==> src/rtl/shift_scheduler.sv <==
// rtl/shift_scheduler.sv - two-requester round-robin multi-cycle left-shift engine
//
// Ports:
//   clk, rst                          clock, synchronous active-low reset
//   req0_valid/req0_ready/d/amt       requester 0 request channel
//   req1_valid/req1_ready/d/amt       requester 1 request channel
//   rsp_valid/rsp_ready/rsp_out/id    result channel tagged with owner id
//   busy                              high whenever a job is in flight
module shift_scheduler #(
  parameter int N    = 8,
  parameter int A    = $clog2(N) + 1,
  parameter int STEP = 2
) (
  input  logic         clk,
  input  logic         rst,
  input  logic         req0_valid,
  output logic         req0_ready,
  input  logic [N-1:0] req0_d,
  input  logic [A-1:0] req0_amt,
  input  logic         req1_valid,
  output logic         req1_ready,
  input  logic [N-1:0] req1_d,
  input  logic [A-1:0] req1_amt,
  output logic         rsp_valid,
  input  logic         rsp_ready,
  output logic [N-1:0] rsp_out,
  output logic         rsp_id,
  output logic         busy
);

  localparam logic [1:0] S_IDLE  = 2'd0;
  localparam logic [1:0] S_SHIFT = 2'd1;
  localparam logic [1:0] S_DONE  = 2'd2;

  localparam logic [A-1:0] N_A    = A'(N);
  localparam logic [A-1:0] STEP_A = A'(STEP);

  logic [1:0]   state_q, state_d;
  logic [N-1:0] acc_q, acc_d;
  logic [A-1:0] rem_q, rem_d;
  logic         id_q, id_d;
  logic         last_q, last_d;

  logic         grant0, grant1;
  logic         accept;
  logic [N-1:0] sel_d;
  logic [A-1:0] sel_amt, sel_rem;
  logic [A-1:0] step_s, rem_after;

  // With both valid the requester not served last wins; grants are
  // mutually exclusive by construction.
  assign grant0 = req0_valid && (!req1_valid ||  last_q);
  assign grant1 = req1_valid && (!req0_valid || !last_q);

  assign req0_ready = (state_q == S_IDLE) && grant0 && rst;
  assign req1_ready = (state_q == S_IDLE) && grant1 && rst;
  assign accept     = (req0_valid && req0_ready) || (req1_valid && req1_ready);

  assign sel_d   = grant1 ? req1_d   : req0_d;
  assign sel_amt = grant1 ? req1_amt : req0_amt;
  // Amounts of N or more clear the operand, so clamp to N.
  assign sel_rem = (sel_amt >= N_A) ? N_A : sel_amt;

  assign step_s    = (rem_q < STEP_A) ? rem_q : STEP_A;
  assign rem_after = rem_q - step_s;

  assign rsp_valid = (state_q == S_DONE);
  assign rsp_out   = acc_q;
  assign rsp_id    = id_q;
  assign busy      = (state_q != S_IDLE);

  always_comb begin
    state_d = state_q;
    acc_d   = acc_q;
    rem_d   = rem_q;
    id_d    = id_q;
    last_d  = last_q;
    case (state_q)
      S_IDLE: begin
        if (accept) begin
          acc_d   = sel_d;
          rem_d   = sel_rem;
          id_d    = grant1;
          // A zero amount skips straight to the response state.
          state_d = (sel_rem != '0) ? S_SHIFT : S_DONE;
        end
      end
      S_SHIFT: begin
        acc_d = acc_q << step_s;
        rem_d = rem_after;
        if (rem_after == '0) begin
          state_d = S_DONE;
        end
      end
      S_DONE: begin
        if (rsp_ready) begin
          last_d  = id_q;
          state_d = S_IDLE;
        end
      end
      default: begin
        state_d = S_IDLE;
      end
    endcase
  end

  always_ff @(posedge clk) begin
    if (!rst) begin
      state_q <= S_IDLE;
      acc_q   <= '0;
      rem_q   <= '0;
      id_q    <= 1'b0;
      last_q  <= 1'b1;
    end else begin
      state_q <= state_d;
      acc_q   <= acc_d;
      rem_q   <= rem_d;
      id_q    <= id_d;
      last_q  <= last_d;
    end
  end

endmodule

==> config.mk <==
export PLATFORM = sky130hd
export DESIGN_NAME = shift_scheduler
export DESIGN_NICKNAME = d
export VERILOG_FILES = /design/src/rtl/shift_scheduler.sv
export SDC_FILE = /design/constraint.sdc
export NUM_CORES = 1
export LEC_CHECK = 0
export BUFFER_PORTS_ARGS = -buffer_cell sky130_fd_sc_hd__buf_2
export CAP_MARGIN = 10
export CORE_UTILIZATION = 44
export CTS_CLUSTER_DIAMETER = 200
export DETAILED_ROUTE_END_ITERATION = 10
export PLACE_DENSITY = 0.73
export SETUP_SLACK_MARGIN = 0.05
export SYNTH_ARGS = -nofsm -noshare
export SYNTH_HDL_FRONTEND = slang
export SYNTH_SLANG_ARGS = --single-unit
==> constraint.sdc <==
create_clock -name clk -period 1.35 [get_ports clk]
set_input_delay 0.135 -clock clk [delete_from_list [all_inputs] [get_ports clk]]
set_output_delay 0.135 -clock clk [all_outputs]
set_load 0.05 [all_outputs]
## Word-level counts from Yosys, hierarchy flattened

Cells that the tools add are included.

| storage, ports and cells | value |
|---|---|
| register bits after elaboration | 16 |
| output and inout port bits | 13 |
| word-level logic and storage cells | 50 |

| cells by class | value |
|---|---|
| $add $sub $neg | 1 |
| $lt $le $gt $ge | 2 |
| equality and inequality tests | 5 |
| shifts and indexed selects | 1 |
| mux-type cells | 13 |
| reductions and logical operators | 23 |

Operators with widths:

| kind | count |
|---|---|
| $mux W4 | 4 |
| $mux W8 | 2 |
| $pmux W8 S2 | 1 |
| $logic_and A1 B1 Y1 | 8 |
| $mux W2 | 4 |
| $pmux W4 S2 | 1 |
| $shl A8 B4 Y8 | 1 |
| $pmux W2 S3 | 1 |
| $reduce_and A2 Y1 | 3 |
| $ge A4 B4 Y1 const B | 1 |
| $logic_not A4 Y1 | 1 |
| $lt A4 B2 Y1 const B | 1 |
| $ne A2 B2 Y1 const B | 2 |
| $reduce_bool A2 Y1 | 2 |
| $reduce_bool A4 Y1 | 1 |
| $sub A4 B4 Y4 | 1 |
| $logic_not A1 Y1 | 3 |
| $logic_or A1 B1 Y1 | 3 |
| $reduce_and A3 Y1 | 1 |
| $eq A2 B1 Y1 const B | 1 |
| $eq A2 B2 Y1 const B | 1 |
| $logic_not A2 Y1 | 1 |
| $ne A2 B1 Y1 const B | 1 |

## Logic depth before layout (Yosys ltp)

Gate-level depths: netlist (run 1).

| logic depth | value |
|---|---|
| depth in word-level cells | 10 |
| mapped depth | 6 |
| mapped depth without buffers | 5 |

## Least setup slack after synthesis (run 1)

Ideal clock, no wire load.

| timing | value |
|---|---|
| kind | register -> register |
| start | register state_q[0] |
| end | register id_q, in the netlist rsp_id |
| setup time | 137 ps |
| data arrival time | 1362 ps |
| required time | 1213 ps |
| setup slack | -149 ps |
| stages on the path, launching flop included | 5 |
| path buffers | 1 |
| cell sequence | dfxtp_1 > buf_4 > nor3b_1 > and3_1 > o21bai_1 |

| between the ends | value |
|---|---|
| cells in the longest elaborated chain, start to end | 6 |
| elaborated cells on any way between the ends | 9 |

RTL lines:

| what | line | source |
|---|---|---|
| from (decl) | 38 | `logic [1:0] state_q, state_d;` |
| from (signal assigned) | 115 | `state_q <= state_d;` |
| $logic_not A2 Y1 | 55 | `assign req0_ready = (state_q == S_IDLE) && grant0 && rst;` |
| $logic_and A1 B1 Y1 (2 in a row) | 55 |  |
| via req0_ready | 17 | `output logic req0_ready,` |
| $logic_and A1 B1 Y1 | 57 | `assign accept = (req0_valid && req0_ready) \|\| (req1_valid && req1_ready);` |
| $logic_or A1 B1 Y1 | 57 |  |
| $reduce_and A2 Y1 (no line) | -- |  |
| to (signal assigned) | 118 | `id_q <= id_d;` |
| to (decl) | 41 | `logic id_q, id_d;` |

The timed path passes the listed nets, and every way through them passes these cells.
A chain may end at the register's enable or synchronous reset.

## Worst setup path after layout (run 1)

| timing | value |
|---|---|
| start | register state_q[0] |
| end | output port req0_ready |

| between the ends | value |
|---|---|
| cells in the longest elaborated chain, start to end | 3 |

RTL lines:

| what | line |
|---|---|
| $logic_not A2 Y1 | 55 |
| $logic_and A1 B1 Y1 (2 in a row) | 55 |
| to (decl) | 17 |

No other way between the ends.

==> summary.md, run 1 <==
| Metric | Value |
|---|---|
| Number of global-route vias before repair | `between 1000 and 1500` |
| #FFs+latches synth | `16` |
| Wirelength per Cell | `~17 µm` |
| Core Box Area | `~2500 µm²` |
| Crit end category | `output port` |
| Final worst slack | `-0.131 ns` |
| Violations in the final reports | `negative setup slack` |
| Die width | `between 50 and 60 µm` |
| Routed WL | `3850 µm` |
| Async SR Flop Fraction | `0%` |
| Initial Utilization | `46.7%` |
| Power per cell area | `approximately 1100 nW/µm²` |
| Share of cells above drive strength 1 | `between 50% and 60%` |
| Clk_lat worst skew | `~0.29 ns` |
| Delay-heaviest family, CP | `simple AND/OR/NAND/NOR gates` |
| Synth unique cells | `53` |
| CTS Hold Bufs | `0` |
| Initial DRT Pass Iterations | `4` |
| Final non-filler cell total | `between 200 and 250` |
| Post-route DRC violation count | `0` |
| Max FO, Critical Path | `3` |
| TritonCTS buffer count | `3` |
| CTS Root Cell | `clkbuf_4` |
| Reg2Reg Launch Point | `rem_q[1]` |
| Vias post-DR | `between 1000 and 1500` |
| WP data required | `around 1.2 ns` |
| R2R depth | `5` |
| Placed cells | `218` |
| Mapped cell area | `between 1000 and 1500 µm²` |
| Worst-path cell chain | `buf_6 -> nor3b_4 -> and3_4 -> buf_8` |
| Post-Syn Nets | `around 160` |
| Skew final | `0.00181 ns` |
| FP Rows | `18` |
| F_max | `about 680 MHz` |
| DR vias/cell | `5.95` |
| Minimum clock period | `~1.5 ns` |
| Gate Count Post-Synth | `roughly 130` |
| CP Data Arrival Time | `~1.4 ns` |
| CTS clock-pin slew for the worst setup and hold paths | `0.10 ns` |
| GRT Resource Usage Total | `25.8%` |
| Final Total Pwr | `roughly 2.0 mW` |
| Post-synth EDFFs | `0` |
| Setup CP Type | `reg2out` |
| Diode count | `0` |
| CP max-delay cell | `dfxtp_4` |
| HP Start | `rsp_ready` |
| Ys flop type | `dfxtp_1` |
| Initial antenna violation count | `0` |
| Nets | `about 230` |
| Worst Setup Start Kind | `flop` |
| ANT nets after route | `0` |
| Area post-placement | `about 1500 µm²` |
| Design area | `around 1900 µm²` |
| Largest net degree at the start of global routing | `14` |
| Setup slack after placement | `-0.172 ns` |
| Sink Count | `16` |
| LEAKAGE | `~0.8 nW` |
| Setup violators final | `11` |
| Reg2Reg Setup Slack | `-0.09 ns` |
| First-pass GRT wire length | `approximately 5300 µm` |
| Die ar. | `roughly 2800 µm²` |
| Chip height | `between 50 and 60 µm` |
| Critical path buffer and inverter count | `2` |
| GP Congestion | `0.886` |
| Tightest Hold Check Type | `in2reg` |
| Hold depth | `3` |
| Post-route clock period utilization | `110%` |
| Final Hold Fails | `0` |
| Port bufs | `between 40 and 50` |
| CTS tree | `built` |
| Status | `finished with violations` |
| Syn_area_per_cell | `8.64 µm²` |
| RSZ-0062 raised after global routing | `true` |
| Max-slew violation count | `0` |
| DR iter-0 viols | `39` |
| Max Cap Viol | `0` |
| FF-to-FF End | `state_q[0]` |
| Hold endpoint | `last_q` |
| Max IR drop VDD | `777 µV` |
| YS warnings | `0` |
| Worst-case clock buffer depth | `2` |
| Total grt overflow | `0` |
| Setup TNS | `-0.612 ns` |
| Sequential share of the synthesized area | `27.7%` |
| HPWL after DPL | `~2500 µm` |
| I/O pin count | `between 40 and 50` |
| Crit-path max cell delay | `0.36 ns` |
| CTS H-tree depth | `1` |
| Synthesis-to-finish area growth | `63.9%` |
registers in the layout (all words and copies together) (netlist names):
register and cells:
rsp_out 8, rem_q 4, state_q 2, rsp_id 1, last_q 1
cell usage in the layout (no fill, tap or decap), types with 3 or more instances in the layout:
cell type / n
buf_4: 23
buf_2: 37
inv_1: 4
buf_6: 10
o2111ai_1: 3
dfxtp_1: 9
nor2_1: 4
dfxtp_4: 5
o21ai_1: 3
nand2_1: 17
mux2i_1: 11
clkbuf_4: 3
o221ai_1: 3
buf_8: 3
a211oi_2: 3
layout make-up:
| type | count | area [µm²] |
|---|---|---|
| Inverter | 4 | 15.0 |
| Clock buffer | 4 | 36.3 |
| Timing Repair Buffer | 73 | 515 |
| Tap cell | 30 | 37.5 |
| Fill cell | 166 | 581 |
| Multi-Input combinational cell | 106 | 951 |
| Sequential cell | 16 | 342 |
cells in the mapped netlist, types with 3 or more instances:
cell type | number | area share (%)
mux2i_1 | 12 | 10
buf_2 | 4 | 1.7
dfxtp_1 | 16 | 28
a211oi_1 | 5 | 3.2
nor4_1 | 3 | 1.6
nand2_1 | 17 | 5.5
nor3b_1 | 3 | 1.9
o2111ai_1 | 4 | 3.0
a21oi_1 | 3 | 1.3
inv_1 | 4 | 1.3
nor2_1 | 5 | 1.6
o221ai_1 | 4 | 3.0
o21ai_0 | 5 | 2.2
per-stage QoR:
step	hold WS [ns]	utilization, %
final	0.116	76.6
after CTS	0.107	68.7
after global routing	0.139	76.6
after global placement	0.407	61.6
after floorplan	0.291	-
after detailed placement	0.410	61.6
power by group:
part | total [mW] | switching [mW] | leakage (nW) | internal (mW)
clock network | 0.328 | 0.163 | 0.0210 | 0.164
registers | 0.632 | 0.0958 | 0.135 | 0.537
logic | 1.06 | 0.575 | 0.655 | 0.480
total | 2.02 | 0.834 | 0.811 | 1.18
worst register-to-register path: cells and delay by family, from the launching register on:
kind | cells | cell delay (ns)
DFF | 1 | 0.39
and+or+nand+nor | 1 | 0.24
adders and majority gates | 1 | 0.18
AOI/OAI and AO/OA | 3 | 0.53
per-layer routing:
layer  wire length, µm  track usage, %  up-vias
met5                 0               0        -
met4                60            8.33        0
met3               222            3.16       10
met2              2030            45.4       70
met1              1540            31.6      658
li1                  -               -      648
logic make-up after synthesis:
| logic type | synth area share (%) |
|---|---|
| AOI/OAI and AO/OA | 28.6 |
| adders and majority gates | 1.95 |
| buffers and inverters | 5.62 |
| DFF | 27.7 |
| muxes | 11.7 |
| other | 0.324 |
| and+or+nand+nor | 24.1 |
worst max-delay path by stage:
stage | slack, ns | cells after the start | startpoint | to
finish | -0.13 | 4 | state_q[0] | req0_ready
global route | -0.17 | 4 | state_q[0] | req0_ready
CTS | -0.15 | 5 | rem_q[3] | state_q[0]
detailed placement | -0.17 | 4 | state_q[0] | rem_q[2]
global placement | -0.09 | 5 | rem_q[3] | state_q[0]
floorplan | 0.06 | 5 | state_q[0] | rsp_out[1]
what timing repair did:
item                                   in CTS  in global routing
gates resized for setup                    31                 32
buffers inserted                            4                  7
endpoints found under the hold margin       0                  0
setup endpoints to repair                  18                 18
pin swaps                                   7                  7
No activity file was read; power rests on OpenSTA's default activity.
==> inputs of run 2 (changes only) <==
- CORE_UTILIZATION: 44 -> 45
- PLACE_DENSITY: 0.73 -> 0.72
- clock period: 1.35 -> 1.61 ns (I/O delays scaled with it)
==> summary.md, run 2 (synthesis results as in run 1) <==
| Metric | Value |
|---|---|
| Power per cell area | `942 nW/µm² (-11%)` |
| Clk_lat worst skew | `0.29 ns (about the same)` |
| Max FO, Critical Path | `8 (+5)` |
| Worst-path cell chain | `nor3b_4 -> and3_1 -> buf_4` |
| Diode count | `0 (unchanged)` |
| CP Data Arrival Time | `1.35 ns (about the same)` |
| Setup CP Type | `reg2out` |
| CP max-delay cell | `dfxtp_2` |
| GRT Resource Usage Total | `20.6% (-5.2 points)` |
| CTS tree | `built` |
| Final Total Pwr | `1.41 mW (-30%)` |
| Status | `finished with violations` |
| DR iter-0 viols | `21 (-46%)` |
| Met2 Resource Use GR | `34.2% (-11 points)` |
| Core Box Area | `2450 µm² (-0.91%)` |
| Commonest non-fill, non-tap cell in the layout | `buf_2` |
| Crit-path max cell delay | `0.39 ns (+0.03 ns)` |
| Sw Pwr | `590 µW (-29%)` |
| Commonest non-fill, non-tap cells in the layout | `39 x buf_2, 17 x nand2_1, 13 x buf_4, 12 x mux2i_1, 12 x dfxtp_1` |
| Reg power frac | `36.8% (+5.4 points)` |
| Die ar. | `2780 µm² (-2.1%)` |
| Placed cells | `206 (-5.5%)` |
| Minimum clock period | `1.51 ns` |
| Crit end category | `output port` |
| Clock power frac | `20.0% (+3.7 points)` |
| RSZ-0062 raised after global routing | `true` |
| CTS clock-pin slew for the worst setup and hold paths | `0.10 ns (about the same)` |
| LEAKAGE | `0.665 nW (-18%)` |
| ANT nets after route | `0 (unchanged)` |
| Number of global-route vias before repair | `984 (-17%)` |
| Initial DRT Pass Iterations | `7 (+3)` |
| TritonCTS buffer count | `3 (unchanged)` |
| Delay-heaviest family, CP | `simple AND/OR/NAND/NOR gates` |
| Switching share of power | `41.8% (+0.44 points)` |
| Initial Utilization | `47.1% (+0.43 points)` |
| Tightest Hold Check Type | `in2reg` |
| Met1 Usage GRT | `27.7% (-3.9 points)` |
| Max FFs per register | `8 (unchanged)` |
| DR vias/cell | `5.67 (-4.6%)` |
| Max-slew violation count | `0 (unchanged)` |
| CTS H-tree depth | `1 (unchanged)` |
| Setup TNS | `0 ns (+0.612 ns)` |
| Violations in the final reports | `design-rule violations` |
| Nets | `213 (-9.0%)` |
| Sink Count | `16 (unchanged)` |
| F_max | `around 660 MHz` |
| Post-route DRC violation count | `2 (+2)` |
| Routed WL | `2860 µm (-26%)` |
| CTS Root Cell | `clkbuf_4` |
| Final core occ | `61.0% (-16 points)` |
| Total grt overflow | `0 (unchanged)` |
| Die width | `52.7 µm (-1.1%)` |
| GRT Max-Usage Layer | `met2` |
| GP Congestion | `0.789 (-11%)` |
| Worst Setup Start Kind | `flop` |
| FP Rows | `18 (unchanged)` |
| Skew final | `0.00278 ns (+0.000972 ns)` |
| Final non-filler cell total | `212 (-9.0%)` |
| WP data required | `1.45 ns (+0.23 ns)` |
| Synthesis-to-finish area growth | `29.3%` |
| Max IR drop VDD | `640 µV (-18%)` |
| Critical path buffer and inverter count | `1 (-1)` |
| Port bufs | `41 (unchanged)` |
| Final Hold Fails | `0 (unchanged)` |
| Post-route clock period utilization | `between 90% and 100%` |
| Max Cap Viol | `0 (unchanged)` |
| Largest net degree at the start of global routing | `14 (unchanged)` |
| Internal power | `820 µW (-31%)` |
| Gate power share | `43.2% (-9.2 points)` |
| HPWL after DPL | `2210 µm (-12%)` |
| Setup violators final | `0 (-11)` |
| I/O pin count | `42 (unchanged)` |
| Vias post-DR | `1203 (-13%)` |
| Worst-case clock buffer depth | `2 (unchanged)` |
| Met3 Use GR | `2.61% (-0.55 points)` |
| Initial antenna violation count | `0 (unchanged)` |
| Share of cells above drive strength 1 | `40.1% (-17 points)` |
| Chip height | `52.7 µm (-1.1%)` |
| CTS Hold Bufs | `0 (unchanged)` |
| First-pass GRT wire length | `4220 µm (-21%)` |
| Wirelength per Cell | `13.5 µm (-18%)` |
-- run 2: area by class of cell --
type                    count  area (µm²)
multi-input cells         106         790
repair buffers             52         293
clock buffers               4        36.3
well taps                  30        37.5
inverters                   4        15.0
flip-flops and latches     16         325
fillers                   215         958
-- run 2: path summary, 6_finish.rpt --
check             startpoint          to  slack, ns  cells past startpoint
hold reg to reg       rsp_id      rsp_id       0.48                      2
setup reg to reg    rem_q[3]  state_q[0]        0.1                      5
hold / removal     rsp_ready      last_q       0.14                      3
setup / recovery  state_q[1]  req0_ready        0.1                      3
-- run 2: worst register-to-register path, delay by kind of cell, from the launching register on --
family                     cells  cell delay (ns)
DFF                            1             0.44
adders and majority gates      1             0.34
and+or+nand+nor                1             0.06
AOI/OAI and AO/OA              3             0.61
-- run 2: per-stage QoR --
step	worst slack [ns]	hold WS [ns]	area, µm²
detailed placement	0.0592	0.450	1420
floorplan	0.111	0.317	1160
global route	0.0323	0.155	1500
global placement	0.105	0.428	1420
CTS	0.0501	0.153	1480
finish	0.0991	0.145	1500
-- run 2: layer usage --
| metal | up-vias | part of all wire, % |
|---|---|---|
| li1 | 603 | - |
| met1 | 555 | 49 |
| met2 | 42 | 46 |
| met3 | 3 | 4.6 |
| met4 | 0 | 0.35 |
| met5 | - | 0 |
-- run 2: repair_timing --
action / in CTS / in global routing
gates resized for setup: 4 / 5
pin swaps: 1 / 0
buffers inserted: 2 / 0
endpoints found under the setup margin: 3 / 12
-- run 2: power groups by stage --
stage          clock [mW]  combinational (mW)  sequential (mW)
6_report            0.282               0.609            0.519
3_3_place_gp            0               0.583            0.518
4_1_cts             0.281               0.603            0.515
5_1_grt             0.301               0.658            0.529
3_5_place_dp            0               0.593            0.523
2_1_floorplan           0               0.326            0.622
==> inputs of run 3 (changes only) <==
- CELL_PAD_IN_SITES_DETAIL_PLACEMENT: unset -> 1
- CELL_PAD_IN_SITES_GLOBAL_PLACEMENT: unset -> 2
- CORE_UTILIZATION: 45 -> 27
- PLACE_DENSITY: 0.72 -> 0.75
==> summary.md, run 3 (synthesis results as in run 1) <==
| Metric | Value |
|---|---|
| Status | `finished clean` |
| Commonest non-fill, non-tap cells in the layout | `39 x buf_2, 17 x nand2_1, 17 x buf_4, 12 x mux2i_1, 12 x dfxtp_1` |
| Diode count | `0 (unchanged)` |
| Max Cap Viol | `0 (unchanged)` |
| Die width | `67.5 µm (+28%)` |
| Tightest Hold Check Type | `in2reg` |
| Chip height | `67.5 µm (+28%)` |
| Crit end category | `output port` |
| Core Box Area | `4060 µm² (+65%)` |
| Minimum clock period | `1.49 ns (-0.0228 ns)` |
| Skew final | `0.00211 ns (-0.000678 ns)` |
| Setup CP Type | `reg2out` |
| LEAKAGE | `0.688 nW (+3.5%)` |
| Clk_lat worst skew | `0.25 ns (-0.04 ns)` |
| Commonest non-fill, non-tap cell in the layout | `buf_2` |
| Sink Count | `16 (unchanged)` |
| Share of cells above drive strength 1 | `41.6% (+1.5 points)` |
| DR vias/cell | `5.19 (-8.6%)` |
| Fillers | `492 (+130%)` |
| Setup slack after placement | `0.00737 ns (-0.0518 ns)` |
| Final worst slack | `0.122 ns (+0.0228 ns)` |
| Worst Setup Start Kind | `flop` |
| Initial DRT Pass Iterations | `4 (-3)` |
| Crit-path max cell delay | `0.45 ns (+0.06 ns)` |
| Worst-path cell chain | `buf_4 -> and2b_1 -> buf_2` |
| Setup TNS | `0 ns (unchanged)` |
| FP Rows | `23 (+5)` |
| GP Congestion | `0.745 (-5.6%)` |
| Final core occ | `38.7% (-22 points)` |
| DR iter-0 viols | `29 (+38%)` |
| CTS tree | `built` |
| Total grt overflow | `0 (unchanged)` |
| Wirelength per Cell | `16.2 µm (+20%)` |
| Post-route clock period utilization | `92.4% (-1.4 points)` |
| HPWL after DPL | `2980 µm (+35%)` |
| Port bufs | `41 (unchanged)` |
| Synthesis-to-finish area growth | `35.7%` |
| Final Hold Fails | `0 (unchanged)` |
| CTS Root Cell | `clkbuf_8` |
| Max FO, Critical Path | `6 (-2)` |
| GRT Resource Usage Total | `17.9% (-2.7 points)` |
| Critical path buffer and inverter count | `2 (+1)` |
| CP max-delay cell | `dfxtp_1` |
| RSZ-0062 raised after global routing | `true` |
| WP data required | `1.45 ns (about the same)` |
| Max IR drop VDD | `359 µV (-44%)` |
| Max-slew violation count | `0 (unchanged)` |
| CP Data Arrival Time | `1.33 ns (-0.02 ns)` |
| Number of global-route vias before repair | `1236 (+26%)` |
| TritonCTS buffer count | `3 (unchanged)` |
| Die ar. | `4550 µm² (+64%)` |
| ANT nets after route | `0 (unchanged)` |
| Largest net degree at the start of global routing | `15 (+1)` |
| CTS clock-pin slew for the worst setup and hold paths | `0.06 ns (-0.04 ns)` |
| Initial antenna violation count | `0 (unchanged)` |
| Vias post-DR | `1219 (+1.3%)` |
| Delay-heaviest family, CP | `flip-flops` |
| CTS Hold Bufs | `0 (unchanged)` |
| Power per cell area | `950 nW/µm² (+0.81%)` |
| Design area | `1570 µm² (+4.9%)` |
| Max FFs per register | `8 (unchanged)` |
| Post-route DRC violation count | `0 (-2)` |
| Area post-placement | `1470 µm² (+3.4%)` |
| First-pass GRT wire length | `6020 µm (+43%)` |
| CTS H-tree depth | `1 (unchanged)` |
| I/O pin count | `42 (unchanged)` |
| F_max | `672 MHz (+1.5%)` |
| Setup violators final | `0 (unchanged)` |
| Routed WL | `3810 µm (+33%)` |
| Worst-case clock buffer depth | `2 (unchanged)` |
| Initial Utilization | `28.5% (-19 points)` |
| Nets | `217 (+1.9%)` |
[run 3: report_power, final]
part / switching (mW) / leakage (nW) / internal [mW]
Clock: 0.141 / 0.0216 / 0.166
Combinational: 0.405 / 0.533 / 0.254
Sequential: 0.0751 / 0.134 / 0.451
[run 3: final timing paths]
kind	slack, ns	startpoint	cells after the start	to
worst min register to register	0.47	rsp_id	2	rsp_id
worst max-delay path	0.12	state_q[0]	3	rsp_valid
worst max register to register	0.14	rem_q[1]	5	state_q[0]
worst min-delay path	0.19	rst	2	last_q
[run 3: timing repair]
item	CTS	global route
setup endpoints to repair	3	5
pin swaps	1	3
gates resized for setup	6	5
buffers inserted	2	1
[run 3: layer usage]
metal / vias up / GRT usage, % / wire [µm] / part of all wire (%)
li1: 610 / - / - / -
met5: - / 0 / 0 / 0
met4: 0 / 3.99 / 31 / 0.81
met3: 4 / 2.70 / 129 / 3.4
met1: 577 / 22.9 / 1780 / 47
met2: 28 / 31.2 / 1870 / 49
[run 3: metrics by stage]
step / std cells / hold slack [ns] / total power, mW
global placement: 229 / 0.443 / 1.14
global route: 235 / 0.197 / 1.57
floorplan: 134 / 0.317 / 0.947
CTS: 234 / 0.187 / 1.48
detailed placement: 229 / 0.449 / 1.16
finish: 235 / 0.192 / 1.49
[run 3: cell type report]
| type | count | area [µm²] | area share (%) |
|---|---|---|---|
| inverter | 4 | 15.0 | 0.956 |
| multi-input combinational | 106 | 801 | 51.0 |
| sequential | 16 | 328 | 20.9 |
| clock buffer | 3 | 41.3 | 2.63 |
| timing repair buffer | 56 | 323 | 20.6 |
| tap | 50 | 62.6 | 3.98 |
